## src/rtl/regfile_wb_arb.sv

```systemverilog
// regfile_wb_arb
// Two-port writeback arbiter feeding a single registered register-file
// write port, plus a per-register busy scoreboard for issue hazard checks.
//
// Build option: define REGFILE_WB_RR_EN for round-robin arbitration between
// the two writeback requesters; otherwise requester 1 (LSU) always wins.
//
// Ports
//   clk, rst                  clock, asynchronous active-high reset
//   wb0_* / wb1_*             writeback request (valid/addr/data) and ready;
//                             0 = ALU, 1 = LSU
//   we, waddr, wdata          registered register-file write port
//   issue_valid, issue_rd     issued instruction and its destination
//   issue_ok                  issue_rd is not busy
//   rs1, rs2 / busy1, busy2   combinational scoreboard lookups
//   flush                     clear all busy bits at the next edge
//   sb_err                    sticky scoreboard error flag
module regfile_wb_arb #(
    parameter int DATA_W = 32,
    parameter int ADDR_W = 5
) (
    input  logic              clk,
    input  logic              rst,
    input  logic              wb0_valid,
    input  logic [ADDR_W-1:0] wb0_addr,
    input  logic [DATA_W-1:0] wb0_data,
    output logic              wb0_ready,
    input  logic              wb1_valid,
    input  logic [ADDR_W-1:0] wb1_addr,
    input  logic [DATA_W-1:0] wb1_data,
    output logic              wb1_ready,
    output logic              we,
    output logic [ADDR_W-1:0] waddr,
    output logic [DATA_W-1:0] wdata,
    input  logic              issue_valid,
    input  logic [ADDR_W-1:0] issue_rd,
    output logic              issue_ok,
    input  logic [ADDR_W-1:0] rs1,
    input  logic [ADDR_W-1:0] rs2,
    output logic              busy1,
    output logic              busy2,
    input  logic              flush,
    output logic              sb_err
);

    localparam int NREG = 2 ** ADDR_W;

    logic [NREG-1:0]   busy;
    logic [NREG-1:0]   busy_next;
    logic              gnt0, gnt1;
    logic              acc_valid;
    logic              acc_wr;
    logic [ADDR_W-1:0] acc_addr;
    logic [DATA_W-1:0] acc_data;
    logic              err_next;

`ifdef REGFILE_WB_RR_EN
    // Requester granted at the most recent acceptance; reset to 1 so that
    // requester 0 wins the first contended cycle.
    logic last_gnt;
`endif

    // Scoreboard lookups read register state only; no bypass of same-cycle
    // issue or writeback.
    assign busy1    = busy[rs1];
    assign busy2    = busy[rs2];
    assign issue_ok = ~busy[issue_rd];

    // Arbitration: an uncontended request is always granted, so a lone
    // requester never sees an idle cycle.
    always_comb begin
        // NOTE: every variable gets a default first so no path leaves it unassigned, which would infer a latch.
        gnt0 = 1'b0;
        gnt1 = 1'b0;
        if (!rst) begin
            if (wb0_valid && wb1_valid) begin
`ifdef REGFILE_WB_RR_EN
                gnt0 = last_gnt;
                gnt1 = ~last_gnt;
`else
                gnt1 = 1'b1;
`endif
            end else begin
                gnt0 = wb0_valid;
                gnt1 = wb1_valid;
            end
        end
    end

    assign wb0_ready = gnt0;
    assign wb1_ready = gnt1;
    assign acc_valid = gnt0 | gnt1;
    assign acc_addr  = gnt1 ? wb1_addr : wb0_addr;
    assign acc_data  = gnt1 ? wb1_data : wb0_data;
    // Writes to register 0 are consumed but never reach the register file.
    assign acc_wr    = acc_valid && (acc_addr != '0);

    // Next scoreboard state: flush (or writeback clear) first, then issue set,
    // so a same-edge set always wins.
    always_comb begin
        busy_next = busy;
        if (flush) begin
            busy_next = '0;
        end else if (acc_wr) begin
            busy_next[acc_addr] = 1'b0;
        end
        if (issue_valid && (issue_rd != '0)) begin
            busy_next[issue_rd] = 1'b1;
        end
        busy_next[0] = 1'b0;
    end

    // Errors: issuing onto a busy destination (WAW), or a writeback to a
    // register nothing is waiting on.
    assign err_next = sb_err
                    | (issue_valid & busy[issue_rd])
                    | (acc_wr & ~busy[acc_addr]);

    always_ff @(posedge clk or posedge rst) begin
        if (rst) begin
            // NOTE: the busy vector is reset as a whole; it is control state, not a data array, so it must start clean.
            we     <= 1'b0;
            waddr  <= '0;
            wdata  <= '0;
            busy   <= '0;
            sb_err <= 1'b0;
`ifdef REGFILE_WB_RR_EN
            last_gnt <= 1'b1;
`endif
        end else begin
            // NOTE: sequential state uses non-blocking assignments so all flops update from pre-edge values.
            we     <= acc_wr;
            if (acc_valid) begin
                waddr <= acc_addr;
                wdata <= acc_data;
            end
            busy   <= busy_next;
            sb_err <= err_next;
`ifdef REGFILE_WB_RR_EN
            if (acc_valid) begin
                last_gnt <= gnt1;
            end
`endif
        end
    end

endmodule
```

## config.mk

```make
export PLATFORM = sky130hd
export DESIGN_NAME = regfile_wb_arb
export DESIGN_NICKNAME = d
export VERILOG_FILES = /design/src/rtl/regfile_wb_arb.sv
export SDC_FILE = /design/constraint.sdc
export NUM_CORES = 1
export LEC_CHECK = 0
export ABC_AREA = 1
export CORE_UTILIZATION = 45
export DETAILED_ROUTE_END_ITERATION = 12
export PLACE_DENSITY = 0.77
export RECOVER_POWER = 25
export SLEW_MARGIN = 20
export SYNTH_ARGS = -nofsm -noshare
export SYNTH_HDL_FRONTEND = slang
export SYNTH_SLANG_ARGS = --single-unit
```

## constraint.sdc

```tcl
create_clock -name clk -period 4.2 [get_ports clk]
set_clock_uncertainty 0.1 [all_clocks]
set_input_delay 0.63 -clock clk [delete_from_list [all_inputs] [get_ports clk]]
set_output_delay 0.63 -clock clk [all_outputs]
set_load 0.03 [all_outputs]
```

==> out/qor.json <==
{
  "outcome": "complete, no violations",
  "dp.final_hpwl_um": 11700,
  "syn_to_final_growth_pct": 35.5,
  "cts.htree.levels": 3,
  "design.final.nets": 887,
  "gp_routability_congestion": 0.973,
  "postSynth.topFlopCell": "sky130_fd_sc_hd__dfrtp_1",
  "cp.required_ns": 4.34,
  "antenna_found_initial": 0,
  "finalSetupViolations": 0,
  "timing.critical_path.fanout_max": 25,
  "first_global_vias": 5073,
  "grt_pass1_wl_um": 25300,
  "stdcell_count": 931,
  "pwr_density_cell_mw_per_mm2": 314,
  "hold_ws_ns": 0.382,
  "most_frequent_cell_after_synthesis": "sky130_fd_sc_hd__nand2_1",
  "drc_markers": 0,
  "synth_commonest_cells": "178 x sky130_fd_sc_hd__nand2_1, 91 x sky130_fd_sc_hd__nor2_1, 70 x sky130_fd_sc_hd__dfrtp_1, 65 x sky130_fd_sc_hd__o21ai_0, 48 x sky130_fd_sc_hd__nand3_1",
  "critical_path.startpoint": "rst",
  "seq_area_frac_synth_pct": 37.8,
  "critPathCaptureType": "flip-flop",
  "finalInstanceArea_mm2": 0.00628,
  "route.layer.met1.wl_um": 6470,
  "maxCapViolations": 0,
  "post_synth_main_area_contributors": "sky130_fd_sc_hd__dfrtp_1 38%, sky130_fd_sc_hd__nand2_1 14%, sky130_fd_sc_hd__nor2_1 7.4%",
  "drt-pass1-iter-count": 7,
  "clock_tree.root_cell": "sky130_fd_sc_hd__clkbuf_8",
  "synth_area_leader_cell": "sky130_fd_sc_hd__dfrtp_1",
  "cell_variety_after_synth": 32,
  "pin_count_of_the_biggest_net_entering_global_routing": 65,
  "cts.sink_count": 70,
  "drt_iter0_drc": 332,
  "drtAntennaViolNets": 0,
  "beginning_of_the_worst_register_to_register_path": "busy[13]$_DFF_PP0_",
  "floorplan.core_area_mm2": 0.00986,
  "ys_async_sr_fraction_pct": 100,
  "vdd_ir_drop_max_mv": 0.228,
  "cts.path.max_buffers": 2,
  "min-delay-start": "wdata[9]$_DFFE_PP0P_",
  "period_minus_slack_ns": 3.65,
  "synth_top_cell_area_share_pct": 37.8,
  "synthesis.area_per_instance_um2": 6.98,
  "postCtsHoldBufs": 0,
  "die-area_mm2": 0.0107,
  "number_of_instances_in_the_placed_design": 914,
  "cts.repair.resized": 0,
  "clock.fmax_mhz": 274,
  "rrSetupSlack_ns": 2.72,
  "clk_latency_ns": 0.36,
  "tightestPinTransition_ns": 1.32,
  "detail_route.vias_per_cell": 5.57,
  "worst-setup-path-type": "in2reg",
  "grt_overflow": 0,
  "groute.usage.overall_pct": 31.8,
  "wl_um": 16000,
  "yosys_register_bits": 70,
  "pins_over_slew_limit": 0,
  "synth-warning-count": 0,
  "rsz0062_at_grt": "false",
  "tritoncts_buffers": 9,
  "met3_length_um": 1230,
  "postCtsSetupBuffers": 0,
  "highest_metal_layer_used_by_the_detailed_router": "met4",
  "worst_ep_arrival_time_ns": 3.79,
  "edff_count_synth": 0,
  "clkSlewWorstSetupHoldPaths_ns": 0.08,
  "syn-instance-count": 664,
  "start_kind": "input pin",
  "pin_count": 139,
  "chipHeight_um": 103,
  "report.final.hold_viol_count": 0,
  "fp-row-count": 36,
  "synth.cell_area_mm2": 0.00463,
  "drt-wirelength-per-cell_um": 17.1,
  "finalCritPeriodShare_pct": 87.0,
  "final_layout_size_suffix_gt1_share_pct": 7.03,
  "finish.utilization_pct": 63.6,
  "mappedNetlistNets": 759,
  "die_w_um": 103,
  "cts_tree": "done",
  "slew_headroom_pct": 12.1,
  "route.met2.wl_um": 7540,
  "portBuffers": 138,
  "dpl_cell_area_mm2": 0.00608,
  "dr_total_vias": 5187,
  "initial_core_utilization_pct": 47.0,
  "cellLeakagePower_nw": 2.74,
  "hold_path_class": "reg2reg",
  "setup_tns_ns": 0
}
==> cell families after synthesis <==
logic type      after synthesis  synth area share, %
buf+inv                      80                 7.51
compound gates              159                 21.1
simple gates                355                 33.5
flops                        70                 37.8
==> through the flow <==
step | worst slack, ns | power, W
after floorplan | 1.25 | 0.00112
after global placement | 0.646 | 0.00139
after detailed placement | 0.604 | 0.00140
after CTS | 0.586 | 0.00198
after global routing | 0.194 | 0.00206
final | 0.547 | 0.00197
==> where the power goes <==
part | leakage, nW | internal (W) | total (W) | switching (W)
Sequential | 0.901 | 0.000735 | 0.000780 | 0.0000446
Combinational | 1.73 | 0.000253 | 0.000612 | 0.000359
Clock | 0.103 | 0.000294 | 0.000580 | 0.000286
Total | 2.74 | 0.00128 | 0.00197 | 0.000690
==> path summary, 6_finish.rpt <==
path / to / cells past startpoint
max: sb_err$_DFF_PP0_ / 12
min: wdata[9]$_DFFE_PP0P_ / 2
max reg2reg: sb_err$_DFF_PP0_ / 10
min reg2reg: wdata[9]$_DFFE_PP0P_ / 2
max in group asynchronous: busy[4]$_DFF_PP0_ / 4
min in group asynchronous: waddr[3]$_DFFE_PP0P_ / 3
==> cells in the final DEF (no fill, tap or decap), types with 7 or more instances in the layout <==
| master | synthesis | routed |
|---|---|---|
| sky130_fd_sc_hd__o211ai_1 | 22 | 22 |
| sky130_fd_sc_hd__dfrtp_1 | 70 | 70 |
| sky130_fd_sc_hd__nor3_1 | 8 | 8 |
| sky130_fd_sc_hd__clkbuf_8 | 0 | 10 |
| sky130_fd_sc_hd__nand2_1 | 178 | 178 |
| sky130_fd_sc_hd__clkdlybuf4s50_1 | 0 | 137 |
| sky130_fd_sc_hd__nand3_1 | 48 | 48 |
| sky130_fd_sc_hd__o21ai_1 | 9 | 9 |
| sky130_fd_sc_hd__a21oi_1 | 14 | 14 |
| sky130_fd_sc_hd__inv_1 | 41 | 42 |
| sky130_fd_sc_hd__o22ai_1 | 12 | 12 |
| sky130_fd_sc_hd__inv_2 | 8 | 7 |
| sky130_fd_sc_hd__nor2_1 | 91 | 91 |
| sky130_fd_sc_hd__o31ai_1 | 33 | 33 |
| sky130_fd_sc_hd__o21ai_0 | 65 | 65 |
==> final cells by class <==
cell class | instances | area [µm²]
well taps | 133 | 166
diodes | 1 | 2.50
multi-input cells | 514 | 2530
clock inverters | 6 | 68.8
fillers | 917 | 3590
flip-flops and latches | 70 | 1750
inverters | 53 | 201
clock buffers | 10 | 138
repair buffers | 144 | 1420
==> layer usage <==
layer	vias up	global-route usage, %
met2	250	51.9
li1	2496	-
met5	-	0
met3	59	6.32
met1	2382	38.9
met4	0	18.9
==> critical path, stage by stage <==
cell and delay (ns):
sky130_fd_sc_hd__clkdlybuf4s50_1 0.45, sky130_fd_sc_hd__inv_1 0.13, sky130_fd_sc_hd__clkbuf_1 0.98, sky130_fd_sc_hd__nand3_1 0.47
sky130_fd_sc_hd__nand2_2 0.37, sky130_fd_sc_hd__nand2_2 0.12, sky130_fd_sc_hd__nor2_2 0.18, sky130_fd_sc_hd__nor2_4 0.08
sky130_fd_sc_hd__nand2_1 0.09, sky130_fd_sc_hd__nor2_1 0.05, sky130_fd_sc_hd__nand3_1 0.15, sky130_fd_sc_hd__nand2_1 0.08
==> flip-flops by register name, indices dropped and copies added (netlist names) <==
signal / cells
we: 1
wdata: 32
busy: 31
sb_err: 1
waddr: 5
No activity file was read; power rests on OpenSTA's default activity.
